[src/rtl/div_pkg.sv]
// Shared types and defaults for the sequential restoring divider.
package div_pkg;

  localparam int DEFAULT_WIDTH = 16;

  typedef enum logic [1:0] {
    IDLE,
    CALC,
    FIX,
    DONE
  } state_t;

endpackage

[src/rtl/div_addsub.sv]
// Subtractor a - b built as a + ~b + 1; used for trial subtraction and negation.
module div_addsub #(
  parameter int W = 17
) (
  input  logic [W-1:0] a_i,
  input  logic [W-1:0] b_i,
  output logic [W-1:0] diff_o
);

  assign diff_o = a_i + ~b_i + W'(1);

endmodule

[src/rtl/seq_divider.sv]
// Radix-2 restoring divider, one quotient bit per cycle.
// Define SIGNED_DIV_EN for two's-complement operands with sign fix-up in FIX.
module seq_divider
  import div_pkg::*;
#(
  parameter int WIDTH = DEFAULT_WIDTH
) (
  input  logic             clk_i,
  input  logic             rst_i,
  input  logic             start_i,
  input  logic [WIDTH-1:0] Dividend_i,
  input  logic [WIDTH-1:0] Divisor_i,
  output logic [WIDTH-1:0] Q_o,
  output logic [WIDTH-1:0] R_o,
  output logic             busy_o,
  output logic             done_o,
  output logic             div0_o
);

  localparam int CW = (WIDTH > 2) ? $clog2(WIDTH) : 1;

  state_t           state_q, state_d;
  logic [CW-1:0]    cnt_q, cnt_d;
  logic [WIDTH-1:0] dvd_q, dvd_d;   // dividend bits shift out, quotient bits shift in
  logic [WIDTH-1:0] dvs_q, dvs_d;
  logic [WIDTH-1:0] rem_q, rem_d;
  logic [WIDTH-1:0] q_q, q_d;
  logic [WIDTH-1:0] r_q, r_d;
  logic             div0_q, div0_d;
  logic             zero_q, zero_d;

  logic             dvs_zero;
  logic [WIDTH:0]   trial;
  logic [WIDTH:0]   step_a, step_b, step_s;
  logic [WIDTH-1:0] cap_dvd, cap_dvs;
  logic [WIDTH-1:0] quo_fix, rem_fix;

  assign dvs_zero = (Divisor_i == '0);
  assign trial    = {rem_q, dvd_q[WIDTH-1]};

  div_addsub #(.W(WIDTH + 1)) u_step (
    .a_i    (step_a),
    .b_i    (step_b),
    .diff_o (step_s)
  );

`ifdef SIGNED_DIV_EN
  logic [WIDTH:0] neg_b, neg_s;
  logic           qneg_q, qneg_d;
  logic           rneg_q, rneg_d;

  // Outside CALC the step adder is free, so it doubles as a negator.
  always_comb begin
    step_a = '0;
    step_b = {1'b0, Dividend_i};
    neg_b  = {1'b0, Divisor_i};
    case (state_q)
      CALC: begin
        step_a = trial;
        step_b = {1'b0, dvs_q};
      end
      FIX: begin
        step_b = {1'b0, dvd_q};
        neg_b  = {1'b0, rem_q};
      end
      default: ;
    endcase
  end

  div_addsub #(.W(WIDTH + 1)) u_neg (
    .a_i    ({(WIDTH + 1){1'b0}}),
    .b_i    (neg_b),
    .diff_o (neg_s)
  );

  // Divide-by-zero keeps the raw dividend because it is returned as the remainder.
  assign cap_dvd = (Dividend_i[WIDTH-1] && !dvs_zero) ? step_s[WIDTH-1:0] : Dividend_i;
  assign cap_dvs = Divisor_i[WIDTH-1] ? neg_s[WIDTH-1:0] : Divisor_i;
  assign quo_fix = qneg_q ? step_s[WIDTH-1:0] : dvd_q;
  assign rem_fix = rneg_q ? neg_s[WIDTH-1:0] : rem_q;

  always_comb begin
    qneg_d = qneg_q;
    rneg_d = rneg_q;
    if (start_i && (state_q == IDLE || state_q == DONE)) begin
      qneg_d = !dvs_zero && (Dividend_i[WIDTH-1] ^ Divisor_i[WIDTH-1]);
      rneg_d = !dvs_zero && Dividend_i[WIDTH-1];
    end
  end

  always_ff @(posedge clk_i or posedge rst_i) begin
    if (rst_i) begin
      qneg_q <= 1'b0;
      rneg_q <= 1'b0;
    end else begin
      qneg_q <= qneg_d;
      rneg_q <= rneg_d;
    end
  end
`else
  assign step_a  = trial;
  assign step_b  = {1'b0, dvs_q};
  assign cap_dvd = Dividend_i;
  assign cap_dvs = Divisor_i;
  assign quo_fix = dvd_q;
  assign rem_fix = rem_q;
`endif

  // NOTE: every always_comb output is defaulted first so no path infers a latch.
  always_comb begin
    state_d = state_q;
    cnt_d   = cnt_q;
    dvd_d   = dvd_q;
    dvs_d   = dvs_q;
    rem_d   = rem_q;
    q_d     = q_q;
    r_d     = r_q;
    div0_d  = div0_q;
    zero_d  = zero_q;
    case (state_q)
      IDLE, DONE: begin
        state_d = IDLE;
        if (start_i) begin
          state_d = dvs_zero ? FIX : CALC;
          cnt_d   = '0;
          rem_d   = '0;
          dvd_d   = cap_dvd;
          dvs_d   = cap_dvs;
          zero_d  = dvs_zero;
        end
      end
      CALC: begin
        // A set top bit of the difference means the trial went negative: restore.
        rem_d = step_s[WIDTH] ? trial[WIDTH-1:0] : step_s[WIDTH-1:0];
        dvd_d = {dvd_q[WIDTH-2:0], ~step_s[WIDTH]};
        cnt_d = cnt_q + CW'(1);
        if (cnt_q == CW'(WIDTH - 1)) state_d = FIX;
      end
      FIX: begin
        q_d     = zero_q ? '1 : quo_fix;
        r_d     = zero_q ? dvd_q : rem_fix;
        div0_d  = zero_q;
        state_d = DONE;
      end
      default: state_d = IDLE;
    endcase
  end

  // NOTE: sequential state uses non-blocking assignments so all flops update together.
  always_ff @(posedge clk_i or posedge rst_i) begin
    if (rst_i) begin
      state_q <= IDLE;
      cnt_q   <= '0;
      dvd_q   <= '0;
      dvs_q   <= '0;
      rem_q   <= '0;
      q_q     <= '0;
      r_q     <= '0;
      div0_q  <= 1'b0;
      zero_q  <= 1'b0;
    end else begin
      state_q <= state_d;
      cnt_q   <= cnt_d;
      dvd_q   <= dvd_d;
      dvs_q   <= dvs_d;
      rem_q   <= rem_d;
      q_q     <= q_d;
      r_q     <= r_d;
      div0_q  <= div0_d;
      zero_q  <= zero_d;
    end
  end

  assign Q_o    = q_q;
  assign R_o    = r_q;
  assign div0_o = div0_q;
  assign done_o = (state_q == DONE);
  assign busy_o = (state_q == CALC) || (state_q == FIX);

endmodule

[config.mk]
export PLATFORM = sky130hd
export DESIGN_NAME = seq_divider
export DESIGN_NICKNAME = d
export VERILOG_FILES = /design/src/rtl/div_pkg.sv /design/src/rtl/div_addsub.sv /design/src/rtl/seq_divider.sv
export SDC_FILE = /design/constraint.sdc
export NUM_CORES = 1
export LEC_CHECK = 0
export CAP_MARGIN = 25
export CORE_ASPECT_RATIO = 1.2
export CORE_MARGIN = 3
export CORE_UTILIZATION = 35
export DETAILED_ROUTE_END_ITERATION = 10
export GPL_TIMING_DRIVEN = 0
export SLEW_MARGIN = 20
export SYNTH_ARGS = -nofsm -noshare
export SYNTH_HDL_FRONTEND = slang
export SYNTH_SLANG_ARGS = --single-unit
[constraint.sdc]
create_clock -name clk_i -period 3.9 [get_ports clk_i]
set_input_delay 0.585 -clock clk_i [delete_from_list [all_inputs] [get_ports clk_i]]
set_output_delay 0.585 -clock clk_i [all_outputs]
set_load 0.01 [all_outputs]
Word level (Yosys, flattened, before mapping)
Cells that the tools add are included.
{ "classes": {"eq_ne": 6, "bitwise_logic": 2, "reduce_logical": 7, "add_sub_neg": 3, "muxes": 13} }
{ "op_table": {"columns": ["cell", "n"], "rows": [
  ["two-way mux 16 bit", 5],
  ["one-hot mux 16 bit (2 select lines)", 2],
  ["adder 17 x 1 -> 17 bit (second input constant)", 1],
  ["adder 17 bit", 1],
  ["NOT 16 -> 17 bit", 1],
  ["zero test 16 bit", 1],
  ["one-hot mux 4 bit (2 select lines)", 1],
  ["two-way mux 2 bit", 3],
  ["one-hot mux 2 bit (3 select lines)", 1],
  ["adder 4 x 1 -> 4 bit (second input constant)", 1],
  ["== test 2 bit (second input constant)", 2],
  ["== test 4 bit (second input constant)", 1],
  ["two-way mux 4 bit", 1],
  ["inequality test 2 bit (second input constant)", 2],
  ["AND reduction 2 bit", 2],
  ["== test 2 x 1 -> 1 bit (second input constant)", 1],
  ["zero test 2 bit", 1],
  ["nonzero test 2 bit", 1],
  ["OR reduction 2 bit", 1],
  ["logical OR 1 bit", 1],
  ["NOT 1 bit", 1]
]} }
{ "totals": {"word_cells": 40, "in_bits": 35, "out_inout_bits": 35, "ff_bits": 88} }

Logic depth before layout (Yosys ltp)
Gate-level depths: netlist (run 1).
{ "depth": {"ltp_word": 5, "depth_mapped": 12, "mapped_depth_nobuf": 11} }

Cells and area by module
From an unflattened synthesis (run 1), not the netlist that was laid out.
{ "hier_totals": {"cells_unflattened": 493, "hier_area_um2": 4869.7} }
{ "modules_own_cells": {"columns": ["mod", "area_per_inst_um2", "instances", "cells_per_inst", "seq_area_each_um2"], "rows": [
  ["seq_divider", 3985.1, 1, 361, 2202.1],
  ["div_addsub", 884.6, 1, 132, 0.0]
]} }

Worst setup path before layout (run 1)
No wires, ideal clock.
{ "synth_timing": {"path_kind": "register to register", "from": "register dvd_q[15]", "to": "register rem_q[10], in the netlist rem_fix[10]", "stages_incl_launch_ff": 12, "setup_slack_ns": 1.452, "setup_ns": 0.133, "t_arrival_ns": 2.315, "cell_sequence": "dfrtp_1 inv_1 ha_1 inv_1 fa_1 a21o_1 a221o_1 a2111oi_0 o31ai_1 xor2_1 mux2i_1 o21ai_0"} }
{ "synth_via": {"elab_chain_len": 4} }
{ "synth_lines": {"columns": ["item", "line", "rtl"], "rows": [
  ["start: declaration", "seq_divider.sv:24", "logic [WIDTH-1:0] dvd_q, dvd_d;"],
  ["start signal: assignment", "seq_divider.sv:164", "dvd_q <= dvd_d;"],
  ["adder 17 bit", "div_addsub.sv:10", "assign diff_o = a_i + ~b_i + W'(1);"],
  ["adder 17 x 1 -> 17 bit", "div_addsub.sv:10", null],
  ["two-way mux 16 bit", "seq_divider.sv:134", "rem_d = step_s[WIDTH] ? trial[WIDTH-1:0] : step_s[WIDTH-1:0];"],
  ["one-hot mux 16 bit (2 select lines)", "seq_divider.sv:120", "case (state_q)"],
  ["end signal: assignment", "seq_divider.sv:166", "rem_q <= rem_d;"],
  ["end: declaration", "seq_divider.sv:26", "logic [WIDTH-1:0] rem_q, rem_d;"]
]} }
Every way passes these cells.
A chain may end at the register's enable or synchronous reset.

Final worst setup path (run 1)
Ends and elaborated chain as after synthesis.

==> summary.json, run 1 <==
{
  "status": {
    "run_status": "completed"
  },
  "logic_synthesis": {
    "yosys_warnings": 0,
    "async_reset_ff_share_pct": 100,
    "synthesis.area_per_instance_sq_um": 9.72,
    "synth_top_cell_by_area": "dfrtp_1",
    "synth-edff-count": 0,
    "synth_top_cells_by_count": "88 x dfrtp_1, 56 x nor2_1, 49 x a21oi_1",
    "synthCells": 485,
    "syn_area_sq_um": 4710,
    "synth_flop_cell": "dfrtp_1",
    "ys_seq_elements": 88,
    "synthMostInstantiatedCell": "dfrtp_1",
    "ys_top_cells_by_area": "dfrtp_1 47%, mux2i_1 8.9%, ha_1 5.3%, a21oi_1 5.2%, nor2_1 4.5%",
    "synth_sequential_area_ratio_pct": 46.7,
    "synth.lib_cells_used.distinct": 53,
    "synth_fp_nets": 541,
    "synth_top_area_share_pct": 46.7
  },
  "global_routing": {
    "grt_overflow": 0,
    "grt_use_total_pct": 15.8,
    "largest_net_degree_at_the_start_of_global_routing": 56,
    "first_global_vias": 3793,
    "initial_antenna_violation_count": 0,
    "wire_length_of_the_first_global_routing_pass_microns": 19300
  },
  "clock_tree": {
    "cts_max_level": 3,
    "clock_tree.root_cell": "clkbuf_16",
    "cts.clk_slew.worst_paths_ns": 0.07,
    "clock_insertion_delay_worst_skew_ns": 0.34,
    "post_cts_hold_buffer_count": 0,
    "numCtsBuffers": 9,
    "cts_sinks": 88,
    "tritoncts": "yes",
    "cts_setup_buffers": 0,
    "cts_resized": 0,
    "cts.path.max_buffers": 2
  },
  "route": {
    "vias_per_cell": 5.18,
    "detailed_route_wire_length_per_cell_microns": 16.0,
    "drc": 0,
    "routed_wirelength_microns": 11800,
    "ant_nets": 0,
    "via_count": 3808,
    "drtPass1Iterations": 4,
    "drtIter0Drc": 198
  },
  "worst_setup_path": {
    "endpoint_kind": "register",
    "class_of_the_most_critical_setup_path": "reg -> reg",
    "path_max_fanout": 5,
    "data_arrival_time_of_the_critical_path_ns": 3.00,
    "cp-start-kind": "register",
    "critPathLaunch": "dvd_q[15]",
    "cp.required_ns": 4.11,
    "worstReg2RegStart": "dvd_q[15]"
  },
  "sta": {
    "clock-skew-final_ns": 0.00792,
    "timing.final.setup_violations": 0,
    "max_freq_ghz": 0.357,
    "setup_ws_ns": 1.10,
    "period_needed_ns": 2.80,
    "rsz0062_at_grt": "false",
    "final_min_period_over_clock_period_pct": 71.7,
    "transition_time_at_the_pin_with_the_least_slew_margin_ns": 0.771,
    "timing.final.hold_violations": 0,
    "maxSlewHeadroom_pct": 47.3,
    "totalNegativeSetupSlack_ns": 0,
    "timing_max_transition_violations_final": 0
  },
  "power_and_ir_drop": {
    "power_density_nw_per_um2": 883,
    "vdd.ir_drop.worst_mv": 0.356,
    "report.power.total_mw": 5.26,
    "p_leak_nw": 2.57
  },
  "final_layout": {
    "total_non_filler_cell_area_in_the_finished_layout_sq_um": 5960,
    "antenna-diode-count": 0,
    "layout-drive-gt1-share_pct": 7.71,
    "design.final.nets": 622,
    "fillers": 1243,
    "area_growth_syn_to_layout_pct": 26.4,
    "layoutNonFillerInstCount": 735
  },
  "placement": {
    "port_buffers": 69,
    "gp_routability_congestion": 0.812,
    "final_hpwl_dp_microns": 9040,
    "placed_cell_area_sq_um": 5640,
    "dp.cells": 719,
    "dp_worst_setup_slack_ns": 1.02
  },
  "die": {
    "ios": 70,
    "core_rows": 45,
    "floorplan.initialDensity_pct": 36.6,
    "die_height_microns": 133,
    "core_area_sq_um": 12900,
    "die_x_microns": 112,
    "die-area_sq_um": 14900
  },
  "flow_run": {
    "maxCapViolCount": 0
  },
  "min_path": {
    "hold_class": "reg -> reg",
    "min-delay-start": "div0_o"
  }
}
cell families after synthesis:
kind of cell | after synthesis | synth area share (%)
AOI/OAI and AO/OA | 123 | 16.0
xor gates and xnor gates | 11 | 2.04
muxes | 60 | 13.2
buffers and inverters | 48 | 4.09
and+or+nand+nor | 134 | 12.2
adders and majority gates | 21 | 5.73
DFF | 88 | 46.7
final timing paths:
check,slack (ns),cells past startpoint,to
min in group asynchronous,0.62,2,Q_o[13]
worst min register to register,0.50,1,div0_o
max in group asynchronous,2.67,3,rem_fix[4]
worst max-delay path,1.10,11,rem_fix[10]
worst min-delay path,0.50,1,div0_o
worst max register to register,1.10,11,rem_fix[10]
area by class of cell:
cell class                 count  area [sq um]  area share, %
multi-input combinational    349          2320           38.9
sequential                    88          2200           37.0
timing repair buffer          70           718           12.1
clock buffer                  10           229           3.84
tap                          164           205           3.44
buffer                        25           106           1.78
clock inverter                 6          90.1           1.51
inverter                      23          88.8           1.49
registers in the layout (all words and copies together), names as in the netlist:
register and flops:
zero_q 1, rem_fix 16, Q_o 16, R_o 16
dvs_q 16, div0_o 1, state_q 2, cnt_q 4
dvd_q 16
layer usage:
metal,wire (microns),GRT usage (%),vias up,part of all wire [%]
li1,-,-,1878,-
met1,5300,20.9,1820,45
met2,5780,27.2,100,49
met3,575,2.18,10,4.9
met4,93,4.21,0,0.79
met5,0,0,-,0
report_power, final:
group	leakage (nW)	internal, mW	switching [mW]
sequential	1.09	1.34	0.329
combinational	1.32	1.20	1.45
clock	0.153	0.565	0.373
total	2.57	3.11	2.15
worst max-delay path, cell delays in order (launching register included):
cell and delay, ns:
dfrtp_1 0.45, inv_1 0.08, ha_1 0.17, inv_1 0.06, fa_1 0.42, a21o_1 0.22, a221o_1 0.32, a2111oi_0 0.43
o31ai_1 0.14, xor2_1 0.16, mux2i_1 0.12, o21ai_0 0.08
cells in the final DEF, fill, tap and decap left out, types with 2 or more instances in the layout:
cell,n
nand4_1,2
xor2_1,4
a21o_1,2
dfrtp_1,88
clkbuf_1,18
a2111oi_0,2
nand3_1,6
clkbuf_16,9
buf_1,5
a32oi_1,3
nand3b_1,2
nor2b_1,5
o31ai_1,4
inv_6,2
o21ai_1,3
xnor2_1,7
o311ai_1,2
o21ai_0,35
nand2_1,48
mux2_2,18
o211ai_1,3
bufinv_16,2
o21a_1,3
nor4_1,4
nor2_1,56
mux2i_1,42
and3_1,2
nor3_1,3
a31oi_1,2
a21oi_1,49
a211oi_1,2
inv_1,22
clkdlybuf4s50_1,69
ha_1,20
per-stage QoR:
step                      hold WS (ns)  utilization (%)
after CTS                        0.509             46.2
after floorplan                  0.471                -
after global routing             0.512             46.2
final                            0.504             46.2
after detailed placement         0.494             43.7
after global placement           0.489             43.5
No activity file was read; power rests on OpenSTA's default activity.
==> run 2, diff against run 1 <==
==> constraint.sdc (replaced) <==
create_clock -name clk_i -period 2.9 [get_ports clk_i]
set_input_delay 0.435 -clock clk_i [delete_from_list [all_inputs] [get_ports clk_i]]
set_output_delay 0.435 -clock clk_i [all_outputs]
set_load 0.01 [all_outputs]
==> run 2 against run 1 <==
Net effect: via count grew 0.60%; clock-buffer cell count unchanged; worst hold slack got worse by 0.036 ns; utilization rose by 0.087 points; die area unchanged; clock skew up 0.00093 ns; register-to-register slack got worse by 0.91 ns; sequential power increased by 34%; routed wire length grew 0.11%; combinational power rose by 35%; largest power group unchanged.
==> summary.json, run 2 (synthesized netlist as in run 1, its figures left out) <==
{
  "placement": {
    "gp_routability_congestion": {"value": 0.812, "change": "unchanged"},
    "placed_cell_area": {"value": 5640, "unit": "sq um", "change": "unchanged"},
    "dp_worst_setup_slack": {"value": 0.0805, "unit": "ns", "change": "-0.936 ns"},
    "dp.cells": {"value": 719, "change": "unchanged"},
    "final_hpwl_dp": {"value": 9040, "unit": "microns", "change": "unchanged"},
    "port_buffers": {"value": 69, "change": "unchanged"}
  },
  "die": {
    "core_rows": {"value": 45, "change": "unchanged"},
    "core_area": {"value": 12900, "unit": "sq um", "change": "unchanged"},
    "die_x": {"value": 112, "unit": "microns", "change": "unchanged"},
    "floorplan.initialDensity": {"value": 36.6, "unit": "%", "change": "unchanged"},
    "die_height": {"value": 133, "unit": "microns", "change": "unchanged"},
    "die-area": {"value": 14900, "unit": "sq um", "change": "unchanged"},
    "ios": {"value": 70, "change": "unchanged"}
  },
  "final_layout": {
    "commonest_cells_after_routing_fill_and_taps_aside": "88 x dfrtp_1, 69 x clkdlybuf4s50_1, 56 x nor2_1",
    "layout_commonest_cell": "dfrtp_1",
    "area_growth_syn_to_layout_pct": 26.6,
    "layout.core_utilization": {"value": 46.3, "unit": "%", "change": "+0.087 points"},
    "antenna-diode-count": {"value": 0, "change": "unchanged"},
    "layoutNonFillerInstCount": {"value": 735, "change": "unchanged"},
    "layout-drive-gt1-share": {"value": 8.06, "unit": "%", "change": "+0.35 points"},
    "design.final.nets": {"value": 622, "change": "unchanged"},
    "total_non_filler_cell_area_in_the_finished_layout": {"value": 5970, "unit": "sq um", "change": "+0.19%"}
  },
  "route": {
    "highest_layer": "met4",
    "detailed_route_wire_length_per_cell": {"value": 16.0, "unit": "microns", "change": "+0.11%"},
    "drtPass1Iterations": {"value": 4, "change": "unchanged"},
    "drc": {"value": 0, "change": "unchanged"},
    "met2_length": {"value": 5820, "unit": "microns", "change": "+0.69%"},
    "detailroute.wirelength.met3": {"value": 544, "unit": "microns", "change": "-5.4%"},
    "met1_length": {"value": 5290, "unit": "microns", "change": "-0.23%"},
    "via_count": {"value": 3831, "change": "+0.60%"},
    "drtIter0Drc": {"value": 223, "change": "+13%"},
    "vias_per_cell": {"value": 5.21, "change": "+0.60%"},
    "ant_nets": {"value": 0, "change": "unchanged"},
    "routed_wirelength": {"value": 11800, "unit": "microns", "change": "+0.11%"}
  },
  "worst_setup_path": {
    "critPathLaunch": "rem_fix[5]",
    "critical_path.reg2reg.endpoint": "rem_fix[15]",
    "endpoint_kind": "register",
    "crit_slowest_cell": "a2111oi_0",
    "timing.critical_path.slowest_cell_delay": {"value": 0.72, "unit": "ns", "change": "+0.27 ns"},
    "worstReg2RegStart": "rem_fix[5]",
    "timing.critical_path.cells": "ha_1 > a2111oi_0 > a21bo_1 > a32oi_2 > mux2i_1 > or3_1 > a22o_1",
    "data_arrival_time_of_the_critical_path": {"value": 2.92, "unit": "ns", "change": "-0.08 ns"},
    "cp-start-kind": "register",
    "r2r_slack": {"value": 0.19, "unit": "ns", "change": "-0.91 ns"},
    "class_of_the_most_critical_setup_path": "reg -> reg",
    "path_max_fanout": {"value": 6, "change": "+1"},
    "worst_r2r_path_cells": {"value": 7, "change": "-4"},
    "setup.worst_path.end": "rem_fix[15]",
    "cp.required": {"value": 3.12, "unit": "ns", "change": "-0.99 ns"}
  },
  "clock_tree": {
    "cts.path.max_buffers": {"value": 2, "change": "unchanged"},
    "clock_tree.root_cell": "clkbuf_16",
    "clock_insertion_delay_worst_skew": {"value": 0.33, "unit": "ns", "change": "about the same"},
    "cts_max_level": {"value": 3, "change": "unchanged"},
    "tritoncts": "yes",
    "numCtsBuffers": {"value": 9, "change": "unchanged"},
    "cts.clk_slew.worst_paths": {"value": 0.07, "unit": "ns", "change": "about the same"},
    "cts_sinks": {"value": 88, "change": "unchanged"},
    "cts_setup_buffers": {"value": 0, "change": "unchanged"}
  },
  "global_routing": {
    "grt_use_total": {"value": 15.8, "unit": "%", "change": "unchanged"},
    "grt_overflow": {"value": 0, "change": "unchanged"},
    "wire_length_of_the_first_global_routing_pass": {"value": 19300, "unit": "microns", "change": "unchanged"},
    "initial_antenna_violation_count": {"value": 0, "change": "unchanged"},
    "first_global_vias": {"value": 3793, "change": "unchanged"},
    "largest_net_degree_at_the_start_of_global_routing": {"value": 56, "change": "unchanged"}
  },
  "sta": {
    "maxSlewHeadroom": {"value": 47.4, "unit": "%", "change": "+0.079 points"},
    "period_needed": {"value": 2.71, "unit": "ns", "change": "-0.0916 ns"},
    "timing_max_transition_violations_final": {"value": 0, "change": "unchanged"},
    "transition_time_at_the_pin_with_the_least_slew_margin": {"value": 0.769, "unit": "ns", "change": "-0.00116 ns"},
    "rsz0062_at_grt": "false",
    "max_freq": {"value": 0.370, "unit": "GHz", "change": "+3.4%"},
    "totalNegativeSetupSlack": {"value": 0, "unit": "ns", "change": "unchanged"},
    "fin_worst_hold_slack": {"value": 0.467, "unit": "ns", "change": "-0.0363 ns"},
    "final_min_period_over_clock_period": {"value": 93.3, "unit": "%", "change": "+22 points"},
    "setup_ws": {"value": 0.194, "unit": "ns", "change": "-0.908 ns"},
    "timing.final.setup_violations": {"value": 0, "change": "unchanged"},
    "timing.final.hold_violations": {"value": 0, "change": "unchanged"},
    "clock-skew-final": {"value": 0.00885, "unit": "ns", "change": "+0.000930 ns"}
  },
  "min_path": {
    "hold_class": "in -> async"
  },
  "status": {
    "run_status": "completed"
  },
  "power_and_ir_drop": {
    "power_density": {"value": 1190, "unit": "nW/um^2", "change": "+35%"},
    "p_leak": {"value": 2.57, "unit": "nW", "change": "+0.16%"},
    "vdd.ir_drop.worst": {"value": 0.479, "unit": "mV", "change": "+34%"},
    "report.power.total": {"value": 7.10, "unit": "mW", "change": "+35%"}
  },
  "flow_run": {
    "maxCapViolCount": {"value": 0, "change": "unchanged"}
  }
}
[run 2: cell counts in the layout (fill, tap and decap cells not counted)]
No cell type changed its count.
[run 2: per-layer routing]
metal,vias to the layer above,GRT usage [%]
met3,8,2.18
met1,1839,20.9
met4,0,4.21
met2,103,27.2
li1,1881,-
met5,-,0
[run 2: layout make-up]
class                           count  area [sq um]
Clock buffer                       10           229
Multi-Input combinational cell    349          2330
Fill cell                        1241          6920
Timing Repair Buffer               70           718
Buffer                             25           106
Tap cell                          164           205
Sequential cell                    88          2200
Clock inverter                      6          90.1
Inverter                           23          88.8
[run 2: worst min-delay path by stage]
stage / cells past startpoint / endpoint / slack (ns)
global route: 1 / dvs_q[6] / 0.51
detailed placement: 1 / dvs_q[6] / 0.49
floorplan: 1 / cnt_q[2] / 0.47
finish: 2 / R_o[12] / 0.47
global placement: 1 / dvs_q[7] / 0.49
CTS: 2 / Q_o[13] / 0.49
[run 2: what timing repair did]
| action | CTS | global route |
|---|---|---|
| endpoints found under the setup margin | 0 | 3 |
| hold buffers | 0 | 0 |
| resized for setup | 0 | 4 |
[run 2: report_power, final]
| group | internal [mW] | total [mW] | switching, mW |
|---|---|---|---|
| clock network | 0.761 | 1.26 | 0.500 |
| logic | 1.63 | 3.60 | 1.96 |
| registers | 1.80 | 2.24 | 0.441 |
| total | 4.19 | 7.10 | 2.90 |
[run 2: worst max-delay path: cells and delay by family (launching register included)]
kind	cells	cell delay [ns]
compound gates	4	1.29
flops	1	0.43
fa+ha+maj	1	0.40
simple gates	1	0.32
mux	1	0.14
==> run 3, diff against run 2 <==
--- a/config.mk
+++ b/config.mk
@@ -6,11 +6,15 @@
 export NUM_CORES = 1
 export LEC_CHECK = 0
 export CAP_MARGIN = 25
+export CELL_PAD_IN_SITES_DETAIL_PLACEMENT = 1
+export CELL_PAD_IN_SITES_GLOBAL_PLACEMENT = 1
 export CORE_ASPECT_RATIO = 1.2
 export CORE_MARGIN = 3
 export CORE_UTILIZATION = 35
+export CTS_BUF_LIST = sky130_fd_sc_hd__clkbuf_2 sky130_fd_sc_hd__clkbuf_4 sky130_fd_sc_hd__clkbuf_8
 export DETAILED_ROUTE_END_ITERATION = 10
 export GPL_TIMING_DRIVEN = 0
+export PLACE_DENSITY_LB_ADDON = 0.1
 export SLEW_MARGIN = 20
 export SYNTH_ARGS = -nofsm -noshare
 export SYNTH_HDL_FRONTEND = slang
==> run 3 against run 2 <==
Net effect: total power decreased by 3.9%; non-clock buffer count unchanged; global-route usage increased by 2.1 points; cell area decreased by 1.6%; utilization decreased by 0.76 points; routed wire length increased by 9.5%; die area unchanged; largest power group unchanged; via count decreased by 0.26%; highest routed layer unchanged; clock power decreased by 28%; worst setup slack got worse by 0.0099 ns; fmax decreased by 0.36%; register-to-register slack about the same.
==> summary.json, run 3 (synthesized netlist as in run 1, its figures left out) <==
{
  "status": {
    "run_status": "completed"
  },
  "route": {
    "via_count": {"value": 3821, "change": "-0.26%"},
    "drc": {"value": 0, "change": "unchanged"},
    "ant_nets": {"value": 0, "change": "unchanged"},
    "vias_per_cell": {"value": 5.20, "change": "-0.26%"},
    "drtIter0Drc": {"value": 127, "change": "-43%"},
    "drtPass1Iterations": {"value": 4, "change": "unchanged"},
    "routed_wirelength": {"value": 12900, "unit": "microns", "change": "+9.5%"},
    "detailed_route_wire_length_per_cell": {"value": 17.5, "unit": "microns", "change": "+9.5%"}
  },
  "final_layout": {
    "area_growth_syn_to_layout_pct": 24.6,
    "layout.core_utilization": {"value": 45.6, "unit": "%", "change": "-0.76 points"},
    "total_non_filler_cell_area_in_the_finished_layout": {"value": 5870, "unit": "sq um", "change": "-1.6%"},
    "layout_commonest_cell": "dfrtp_1",
    "antenna-diode-count": {"value": 0, "change": "unchanged"},
    "commonest_cells_after_routing_fill_and_taps_aside": "88 x dfrtp_1, 69 x clkdlybuf4s50_1, 56 x nor2_1",
    "layout-drive-gt1-share": {"value": 8.41, "unit": "%", "change": "+0.35 points"},
    "design.final.nets": {"value": 622, "change": "unchanged"}
  },
  "worst_setup_path": {
    "cpMostUsedCell": "inv_1",
    "crit_slowest_cell": "dfrtp_1",
    "cp-start-kind": "register",
    "data_arrival_time_of_the_critical_path": {"value": 2.93, "unit": "ns", "change": "about the same"},
    "timing.critical_path.slowest_cell_delay": {"value": 0.46, "unit": "ns", "change": "-0.26 ns"},
    "path_max_fanout": {"value": 5, "change": "-1"},
    "class_of_the_most_critical_setup_path": "reg -> reg",
    "timing.critical_path.cells": "inv_1 > ha_1 > inv_1 > fa_1 > a21o_1 > a221o_1 > a2111oi_2 > o31ai_1 > xor2_1 > mux2i_1 > o21ai_0",
    "endpoint_kind": "register",
    "cp.required": {"value": 3.12, "unit": "ns", "change": "about the same"}
  },
  "global_routing": {
    "grt_overflow": {"value": 0, "change": "unchanged"},
    "largest_net_degree_at_the_start_of_global_routing": {"value": 64, "change": "+14%"},
    "initial_antenna_violation_count": {"value": 0, "change": "unchanged"},
    "first_global_vias": {"value": 4128, "change": "+8.8%"},
    "grt_use_total": {"value": 17.9, "unit": "%", "change": "+2.1 points"},
    "wire_length_of_the_first_global_routing_pass": {"value": 21300, "unit": "microns", "change": "+10%"}
  },
  "die": {
    "die_x": {"value": 112, "unit": "microns", "change": "unchanged"},
    "die_height": {"value": 133, "unit": "microns", "change": "unchanged"},
    "floorplan.initialDensity": {"value": 36.6, "unit": "%", "change": "unchanged"},
    "core_area": {"value": 12900, "unit": "sq um", "change": "unchanged"},
    "ios": {"value": 70, "change": "unchanged"},
    "core_rows": {"value": 45, "change": "unchanged"},
    "die-area": {"value": 14900, "unit": "sq um", "change": "unchanged"}
  },
  "sta": {
    "timing.final.hold_violations": {"value": 0, "change": "unchanged"},
    "final_min_period_over_clock_period": {"value": 93.7, "unit": "%", "change": "+0.34 points"},
    "period_needed": {"value": 2.72, "unit": "ns", "change": "+0.00988 ns"},
    "timing.final.setup_violations": {"value": 0, "change": "unchanged"},
    "clock-skew-final": {"value": 0.0100, "unit": "ns", "change": "+0.00116 ns"},
    "max_freq": {"value": 0.368, "unit": "GHz", "change": "-0.36%"},
    "maxSlewHeadroom": {"value": 51.1, "unit": "%", "change": "+3.7 points"},
    "timing_max_transition_violations_final": {"value": 0, "change": "unchanged"},
    "rsz0062_at_grt": "false",
    "transition_time_at_the_pin_with_the_least_slew_margin": {"value": 0.734, "unit": "ns", "change": "-0.0353 ns"}
  },
  "clock_tree": {
    "tritoncts": "yes",
    "clock_insertion_delay_worst_skew": {"value": 0.36, "unit": "ns", "change": "+0.03 ns"},
    "numCtsBuffers": {"value": 9, "change": "unchanged"},
    "cts.path.max_buffers": {"value": 2, "change": "unchanged"},
    "cts_sinks": {"value": 88, "change": "unchanged"},
    "cts_max_level": {"value": 3, "change": "unchanged"},
    "clock_tree.root_cell": "clkbuf_8",
    "cts_setup_buffers": {"value": 0, "change": "unchanged"},
    "cts.clk_slew.worst_paths": {"value": 0.09, "unit": "ns", "change": "+0.02 ns"},
    "post_cts_hold_buffer_count": {"value": 0, "change": "unchanged"}
  },
  "placement": {
    "placed_cell_area": {"value": 5640, "unit": "sq um", "change": "about the same"},
    "final_hpwl_dp": {"value": 10200, "unit": "microns", "change": "+13%"},
    "port_buffers": {"value": 69, "change": "unchanged"},
    "gp_routability_congestion": {"value": 0.849, "change": "+4.6%"}
  },
  "power_and_ir_drop": {
    "report.power.total": {"value": 6.82, "unit": "mW", "change": "-3.9%"},
    "vdd.ir_drop.worst": {"value": 0.438, "unit": "mV", "change": "-8.6%"},
    "power_density": {"value": 1160, "unit": "nW/um^2", "change": "-2.3%"},
    "p_leak": {"value": 2.53, "unit": "nW", "change": "-1.6%"}
  },
  "min_path": {
    "hold_class": "in -> async"
  },
  "flow_run": {
    "maxCapViolCount": {"value": 0, "change": "unchanged"}
  }
}
==> run 3: timing repair <==
item                                    4_1_cts  5_1_grt
gates resized for setup                       0        5
endpoints found under the hold margin         0        0
endpoints found under the setup margin        0       16
==> run 3: critical path, delay by kind of cell, from the launching register on <==
kind | cells | cell delay [ns]
adder cells (fa/ha/maj) | 2 | 0.59
XOR/XNOR | 1 | 0.16
multiplexers | 1 | 0.13
AO/OA/AOI/OAI | 5 | 1.11
buffers and inverters | 2 | 0.14
flip-flops | 1 | 0.46
==> run 3: area by class of cell <==
class	count	area [sq um]
timing repair buffer	70	718
multi-input combinational	349	2330
clock inverter	4	52.6
inverter	23	91.3
tap	164	205
sequential	88	2200
clock buffer	12	159
fill	1521	7020
buffer	25	110
==> run 3: worst paths after layout <==
| kind | start | endpoint | slack [ns] | cells past startpoint |
|---|---|---|---|---|
| worst max-delay path | dvd_q[15] | rem_fix[10] | 0.18 | 11 |
| worst min-delay path | rst_i | dvd_q[4] | 0.40 | 2 |
| worst max register to register | dvd_q[15] | rem_fix[10] | 0.18 | 11 |
| worst min register to register | dvs_q[13] | dvs_q[13] | 0.51 | 1 |
| max in group asynchronous | rst_i | rem_fix[12] | 1.91 | 3 |
| min in group clk_i | dvs_q[13] | dvs_q[13] | 0.51 | 1 |
==> run 3: layer usage <==
metal | global-route usage [%] | vias up | share of wire, %
met5 | 0 | - | 0
met4 | 5.68 | 0 | 1.5
met3 | 2.09 | 15 | 3.5
met2 | 32.1 | 68 | 51
met1 | 22.3 | 1869 | 44
li1 | - | 1869 | -
==> run 3: report_power, final <==
| group | internal (mW) | switching, mW |
|---|---|---|
| sequential | 1.79 | 0.444 |
| clock | 0.457 | 0.448 |
| combinational | 1.64 | 2.04 |
| total | 3.89 | 2.93 |
==> run 3: stage by stage <==
stage,hold slack (ns),std cells,setup WS [ns],TNS (ns)
detailed placement,0.494,719,0.0534,0
floorplan,0.471,485,0.186,0
finish,0.397,735,0.184,0
global placement,0.490,718,-1.32,-115.82
CTS,0.398,735,0.0380,0
global route,0.422,735,0.0151,0
